===== config.mk =====
export PLATFORM = sky130hd
export DESIGN_NAME = alpu_mw_seq
export DESIGN_NICKNAME = d
export VERILOG_FILES = /design/src/rtl/alpu_mw_seq.sv
export SDC_FILE = /design/constraint.sdc
export NUM_CORES = 1
export LEC_CHECK = 0
export BUFFER_PORTS_ARGS = -buffer_cell sky130_fd_sc_hd__buf_2
export CAP_MARGIN = 20
export CORE_UTILIZATION = 31
export CTS_BUF_LIST = sky130_fd_sc_hd__clkbuf_4
export DETAILED_ROUTE_END_ITERATION = 16
export PLACE_DENSITY = 0.5
export SYNTH_ARGS = -nofsm -noshare
export SYNTH_HDL_FRONTEND = slang
export SYNTH_SLANG_ARGS = --single-unit

===== constraint.sdc =====
create_clock -name clk -period 10.9 [get_ports clk]
set_clock_uncertainty 0.05 [all_clocks]
set_input_delay 1.09 -clock clk [delete_from_list [all_inputs] [get_ports clk]]
set_output_delay 1.09 -clock clk [all_outputs]
set_load 0.05 [all_outputs]

===== src/rtl/alpu_mw_seq.sv =====
// Multi-word sequential ALPU: one REG_WIDTH slice per cycle, LSB slice first,
// with the slice carry rippled through a register between cycles.
module alpu_mw_seq #(
   parameter int REG_WIDTH = 16,
   parameter int NWORDS    = 4
) (
   input  logic                          clk,
   input  logic                          reset_n,
   input  logic                          in_valid,
   output logic                          in_ready,
   input  logic [NWORDS*REG_WIDTH-1:0]   in_a,
   input  logic [NWORDS*REG_WIDTH-1:0]   in_b,
   input  logic [7:0]                    in_ctrl,
   input  logic                          in_cin,
   output logic                          out_valid,
   input  logic                          out_ready,
   output logic [NWORDS*REG_WIDTH-1:0]   out_result,
   output logic                          out_cout,
   output logic                          out_zero
);

   localparam int W  = NWORDS * REG_WIDTH;
   localparam int CW = (NWORDS > 1) ? $clog2(NWORDS) : 1;
   localparam logic [CW-1:0] LAST = CW'(NWORDS - 1);

   typedef enum logic [1:0] {
      IDLE = 2'd0,
      EXEC = 2'd1,
      DONE = 2'd2
   } state_t;

   state_t                 state;
   state_t                 state_nxt;
   logic [W-1:0]           a_q;
   logic [W-1:0]           b_q;
   logic [7:0]             ctrl_q;
   logic [CW-1:0]          cnt;
   logic                   carry_q;
   logic [W-1:0]           res_q;
   logic [W-1:0]           res_nxt;

   int                     off;
   logic [REG_WIDTH-1:0]   a_s;
   logic [REG_WIDTH-1:0]   b_s;
   logic [REG_WIDTH-1:0]   ap;
   logic [REG_WIDTH-1:0]   bp;
   logic [REG_WIDTH-1:0]   x;
   logic [REG_WIDTH-1:0]   g;
   logic [REG_WIDTH-1:0]   s;
   logic [REG_WIDTH-1:0]   r;
   logic                   c;
   logic                   last;

   assign in_ready   = (state == IDLE);
   assign out_valid  = (state == DONE);
   assign out_result = res_q;
   assign last       = (cnt == LAST);

   // Slice datapath for the slice selected by cnt
   always_comb begin
      off = int'(cnt) * REG_WIDTH;
      a_s = a_q[off +: REG_WIDTH];
      b_s = b_q[off +: REG_WIDTH];
      ap  = a_s ^ {REG_WIDTH{ctrl_q[7] | ctrl_q[6]}};
      bp  = b_s & {REG_WIDTH{~ctrl_q[6]}};
      x   = ap ^ bp;
      g   = (ap & bp & {REG_WIDTH{ctrl_q[5]}})
          | (x & {REG_WIDTH{ctrl_q[4]}});
      s   = '0;
      c   = carry_q;
      for (int i = 0; i < REG_WIDTH; i++) begin
         s[i] = x[i] ^ (c & ctrl_q[3]);
         c    = ctrl_q[3] & (g[i] | (x[i] & c));
      end
      r   = ((s & {REG_WIDTH{ctrl_q[2]}})
          | (g & {REG_WIDTH{ctrl_q[1]}}))
          ^ {REG_WIDTH{ctrl_q[0]}};
      res_nxt = res_q;
      res_nxt[off +: REG_WIDTH] = r;
   end

   always_comb begin
      state_nxt = state;
      unique case (state)
         IDLE:    if (in_valid) state_nxt = EXEC;
         EXEC:    if (last) state_nxt = DONE;
         DONE:    if (out_ready) state_nxt = IDLE;
         default: state_nxt = IDLE;
      endcase
   end

   always_ff @(posedge clk or negedge reset_n) begin
      if (!reset_n) begin
         state    <= IDLE;
         a_q      <= '0;
         b_q      <= '0;
         ctrl_q   <= '0;
         cnt      <= '0;
         carry_q  <= 1'b0;
         res_q    <= '0;
         out_cout <= 1'b0;
         out_zero <= 1'b0;
      end else begin
         state <= state_nxt;
         unique case (state)
            IDLE: begin
               if (in_valid) begin
                  a_q     <= in_a;
                  b_q     <= in_b;
                  ctrl_q  <= in_ctrl;
                  cnt     <= '0;
                  // negate-A's +1 rides in on the slice-0 carry
                  carry_q <= in_cin | in_ctrl[7];
               end
            end
            EXEC: begin
               res_q   <= res_nxt;
               carry_q <= c;
               if (last) begin
                  cnt      <= '0;
                  out_zero <= ~|res_nxt;
                  out_cout <= c;
               end else begin
                  cnt <= cnt + 1'b1;
               end
            end
            default: ;
         endcase
      end
   end

endmodule


Word-level counts from Yosys, hierarchy flattened
Index checks and enable logic that the tools add are counted.

storage, ports and cells
  register bits after elaboration = 207
  input bits = 141
  output and inout port bits = 68

operators by class
  add/subtract/negate cells = 2
  equality and inequality tests = 6
  shift operators = 4
  muxes and demuxes = 10
  bitwise logic cells = 94
  reduce and logical (&&, ||, !) cells = 8

operators by type and width
  cell                                                    number
  variable part select 64 x 7 -> 16 bit                   2
  AND 16 bit                                              6
  bitwise mux 64 bit                                      1
  OR reduction 64 bit                                     1
  variable shift 16 x 33 -> 64 bit, first input constant  1
  variable part select 16 x 33 -> 64 bit                  1
  AND 1 bit                                               48
  bitwise XOR 16 bit                                      3
  negator 6 -> 33 bit                                     1
  bitwise OR 16 bit                                       2
  bitwise OR 1 bit                                        18
  bitwise XOR 1 bit                                       16
  2-to-1 mux 2 bit                                        5
  one-hot mux 2 bit (3 select lines)                      1
  AND reduction 2 bit                                     3
  == test 2 bit, second input constant                    2
  != test 2 bit, second input constant                    2
  one-hot mux 2 bit (2 select lines)                      1
  AND reduction 3 bit                                     1
  adder 2 x 1 -> 2 bit, second input constant             1
  == test 2 x 1 -> 1 bit, second input constant           1
  logical NOT 2 bit                                       1
  != test 2 x 1 -> 1 bit, second input constant           1
  one-hot mux 1 bit (2 select lines)                      1
  other kinds (4)                                         4

Depth between registers and ports, before layout
  word-level depth = 58
  gate-level depth with buffers = 15

Worst setup path before layout
Ideal clock, no wire load.

  kind = flip-flop to flip-flop
  start point = reg cnt[0]
  end point = reg res_q[31] (netlist: out_result[31])
  arrival time = 4238 ps
  data required time = 10729 ps
  setup slack = 6490 ps
  stages on the path, launching flop included = 15
  path buffers = 3
  clock period less this slack = 4410 ps
  path through = dfrtp_1 -> buf_1 -> buf_1 -> mux4_2 -> xnor2_1 -> ha_1 -> clkbuf_1 -> nand3_1 -> a31o_2 -> a31o_2 -> a22oi_2 -> o21a_1 -> a21oi_1 -> or3_1 -> a22o_1

between the ends
  cells in the longest elaborated chain, start to end = 56
  elaborated cells on any way between the ends = 93

RTL lines
  element                                                   line    RTL
  from (decl)                                               37      logic [CW-1:0] cnt;
  from (signal assigned)                                    124     cnt <= cnt + 1'b1;
  variable part select 64 x 7 -> 16 bit (on tied branches)  62, 63
  bitwise XOR 16 bit or AND 16 bit (tied branches)          64, 65
  AND 16 bit or bitwise XOR 16 bit (tied branches)          67, 66
  AND 16 bit (on tied branches)                             67, 68
  bitwise OR 16 bit                                         68      | (x & {REG_WIDTH{ctrl_q[4]}});
  bitwise OR 1 bit                                          73      c = ctrl_q[3] & (g[i] | (x[i] & c));
  AND 1 bit (2 in a row)                                    73
  bitwise OR 1 bit                                          73
  (+39 left out)                                            n/a
  AND 1 bit                                                 73
  AND 1 bit                                                 72      s[i] = x[i] ^ (c & ctrl_q[3]);
  bitwise XOR 1 bit                                         72
  AND 16 bit                                                75      r = ((s & {REG_WIDTH{ctrl_q[2]}})
  bitwise OR 16 bit                                         76      | (g & {REG_WIDTH{ctrl_q[1]}}))
  bitwise XOR 16 bit                                        77      ^ {REG_WIDTH{ctrl_q[0]}};
  variable part select 16 x 33 -> 64 bit                    79      res_nxt[off +: REG_WIDTH] = r;
  bitwise mux 64 bit *                                      79
  to (signal assigned)                                      117     res_q <= res_nxt;
  to (decl)                                                 39      logic [W-1:0] res_q;

Every way passes the cells marked *; elsewhere a longest branch is shown, timed or not.
A chain may end at the register's enable or synchronous reset.

Worst setup path in the final report
  start point = reg cnt[0]
  end point = reg out_zero

between the ends
  cells in the longest elaborated chain, start to end = 58
  elaborated cells on any way between the ends = 97

RTL lines
  element                                                   line    RTL
  variable part select 64 x 7 -> 16 bit (on tied branches)  62, 63
  bitwise XOR 16 bit or AND 16 bit (tied branches)          64, 65
  AND 16 bit or bitwise XOR 16 bit (tied branches)          67, 66
  AND 16 bit (on tied branches)                             67, 68
  bitwise OR 16 bit                                         68
  bitwise OR 1 bit                                          73
  AND 1 bit (2 in a row)                                    73
  bitwise OR 1 bit                                          73
  (+41 left out)                                            n/a
  bitwise XOR 1 bit                                         72
  AND 16 bit                                                75
  bitwise OR 16 bit                                         76
  bitwise XOR 16 bit                                        77
  variable part select 16 x 33 -> 64 bit                    79
  bitwise mux 64 bit                                        79
  OR reduction 64 bit                                       121     out_zero <= ~|res_nxt;
  logical NOT 1 bit                                         121
  to (signal assigned)                                      121
  to (decl)                                                 19      output logic out_zero

Several ways; a longest one is shown, not always the timed one.

==> run metrics <==
Slew headroom 0.279; setup bufs post-CTS 0; Core ar. 0.0348 mm²; # rows 68; # nets final 1551; RSZ-0062 raised after global routing false; clk sink count 207; DRC viols 0; Max Fclk 0.212 GHz; total gr overflow 0; syn nets 1347; DRT iter0 DRCs 584; root buf cell clkbuf_4; Worst Path Arrival 5.21 ns; Synth top area share 0.468; worst slew pin tran 1.07 ns; Top Ports 209; die span in x 191 µm; largest family of logic cells by synthesized area simple AND/OR/NAND/NOR gates; HPWL after DPL 25900 µm; syn_area_per_cell 9.34 µm²; Synth Cell Area 0.0111 mm²; clock buffer depth 3; CTS Hold Bufs 0; clock transition at the registers of the reported paths 0.07 ns; Area Growth Syn to Fin 19.5%; Gate Count Post-Synth 1184; ANT nets after route 0; Total GRT Usage 0.199; Synth Area in Adders 0.0249; Resized Gates After CTS 0; CP Launch Type register; CTS tree built; vias in the first global route 9733; ratio of cells with drive above 1 in the final layout 0.258; DRT Pass-1 Iters 5; max-slew violations 0; status finished, final reports clean; most common flop cell mapped by yosys dfrtp_1; EDFF count, synth 0; die area 0.0364 mm²; Final Critical Period 4.72 ns; CP required 11.40 ns; ys async rst share 1.00; Yosys warnings 0; Post-Synth XOR/XNOR Area 0.0308; max-cap viol count 0; Placer Congestion 0.860; critical path endpoint category register; worst skew pair latency 0.71 ns; final hold violations 0; input/output buffers 208; Die Ht 191 µm; mux cell area share after synthesis 0.0736; worst-path maximum fanout 43; area leader, netlist dfrtp_1; commonest non-fill, non-tap cell in the layout nand2_1; first-pass GRT wire length 55700 µm; Setup TNS 0 ns; Num CTS Buffers 56; register area share after synthesis 0.468; initial antenna violation count 1; largest net degree at the start of global routing 85; final WL 35900 µm; crit path kind reg2reg; WL per Instance 19.0 µm; leading post-synthesis cells by cell area dfrtp_1 47%, nand2_1 15%, mux4_2 6.5%; Simple-Gate Fraction of Synth Area 0.220; Starting Density 0.318; via count 9573; final setup fails 0; H-tree depth 2; most frequent cells in the layout 443 x nand2_1, 207 x buf_2, 205 x dfrtp_1; flops & latches, synth 207; Via density 5.08; fin util 0.380; final period utilization 0.433; Hold Crit Class in2async; Distinct cells, synth 72; Synth Area in Compound Gates 0.148
==> cell type report <==
type / count / area (µm²)
Timing Repair Buffer: 220 / 1140
Antenna cell: 2 / 5.00
Clock inverter: 10 / 71.3
Tap cell: 455 / 569
Sequential cell: 207 / 5180
Multi-Input combinational cell: 886 / 5520
Fill cell: 3624 / 21600
Inverter: 17 / 63.8
Clock buffer: 88 / 661
==> kinds of logic (layout without fill, tap and decap cells) <==
| kind of cell | Yosys count | in the layout |
|---|---|---|
| flops | 207 | 207 |
| compound gates | 204 | 204 |
| mux | 41 | 41 |
| fa+ha+maj | 22 | 22 |
| buf+inv | 91 | 335 |
| simple gates | 581 | 581 |
| xor+xnor | 38 | 38 |
| other cells | 0 | 2 |
==> cell usage after synthesis (all sizes together) (7+ instances only) <==
cell    number
nor2        29
nor3        16
a21oi       20
a21o         7
nor2b       21
o21ai       25
nand2      444
dfrtp      207
nor4        14
mux4        32
clkbuf      53
ha          22
xnor2       28
a22o        73
buf         21
inv         15
nand3       19
a22oi       14
nand4        7
xor2        10
o21a         7
==> path summary, 6_finish.rpt <==
check	start	endpoint	slack [ns]	cells after the start
max	cnt[0]	out_zero	6.18	13
min	reset_n	out_result[8]	0.39	1
max reg2reg	cnt[0]	out_zero	6.18	13
min reg2reg	a_q[46]	a_q[46]	0.42	2
max in group asynchronous	reset_n	carry_q	8.30	3
min in group clk	a_q[46]	a_q[46]	0.42	2
==> sequential cells by signal, indices dropped and copies added (netlist names) <==
signal	flops
carry_q	1
state	2
a_q	64
b_q	64
cnt	2
out_zero	1
out_cout	1
out_result	64
ctrl_q	8
==> worst max-delay path, cell delays in order (launching register included) <==
cell and delay [ns]:
dfrtp_2 0.34, buf_4 0.62, mux4_2 0.62, xnor2_1 0.15, ha_1 0.48, a21o_1 0.25, a22o_1 0.21, o21ai_0 0.29
a311oi_1 0.14, o32ai_1 0.44, xor2_1 0.51, nor3_1 0.10, a41oi_1 0.24, o21ai_1 0.07
==> metrics by stage <==
stage | cells | instance area (µm²) | hold slack (ns) | setup slack (ns)
final | 1885 | 13200 | 0.387 | 6.18
after global routing | 1885 | 13200 | 0.399 | 5.81
after CTS | 1883 | 13200 | 0.365 | 6.10
after detailed placement | 1785 | 12500 | 0.409 | 6.15
after global placement | 1785 | 12500 | 0.403 | 6.16
after floorplan | 1184 | 11100 | 0.390 | 6.49
==> metal layers <==
metal,wire (µm),share of wire,vias to the layer above,GRT usage
li1,-,-,4566,-
met1,16400,0.46,4626,0.269
met2,16900,0.47,329,0.327
met3,1980,0.055,52,0.0305
met4,673,0.019,0,0.0591
met5,0,0,-,0
Power is left out: the tool's default activity adds up to more than one toggle a clock period on the data nets, which glitch-free logic cannot reach.
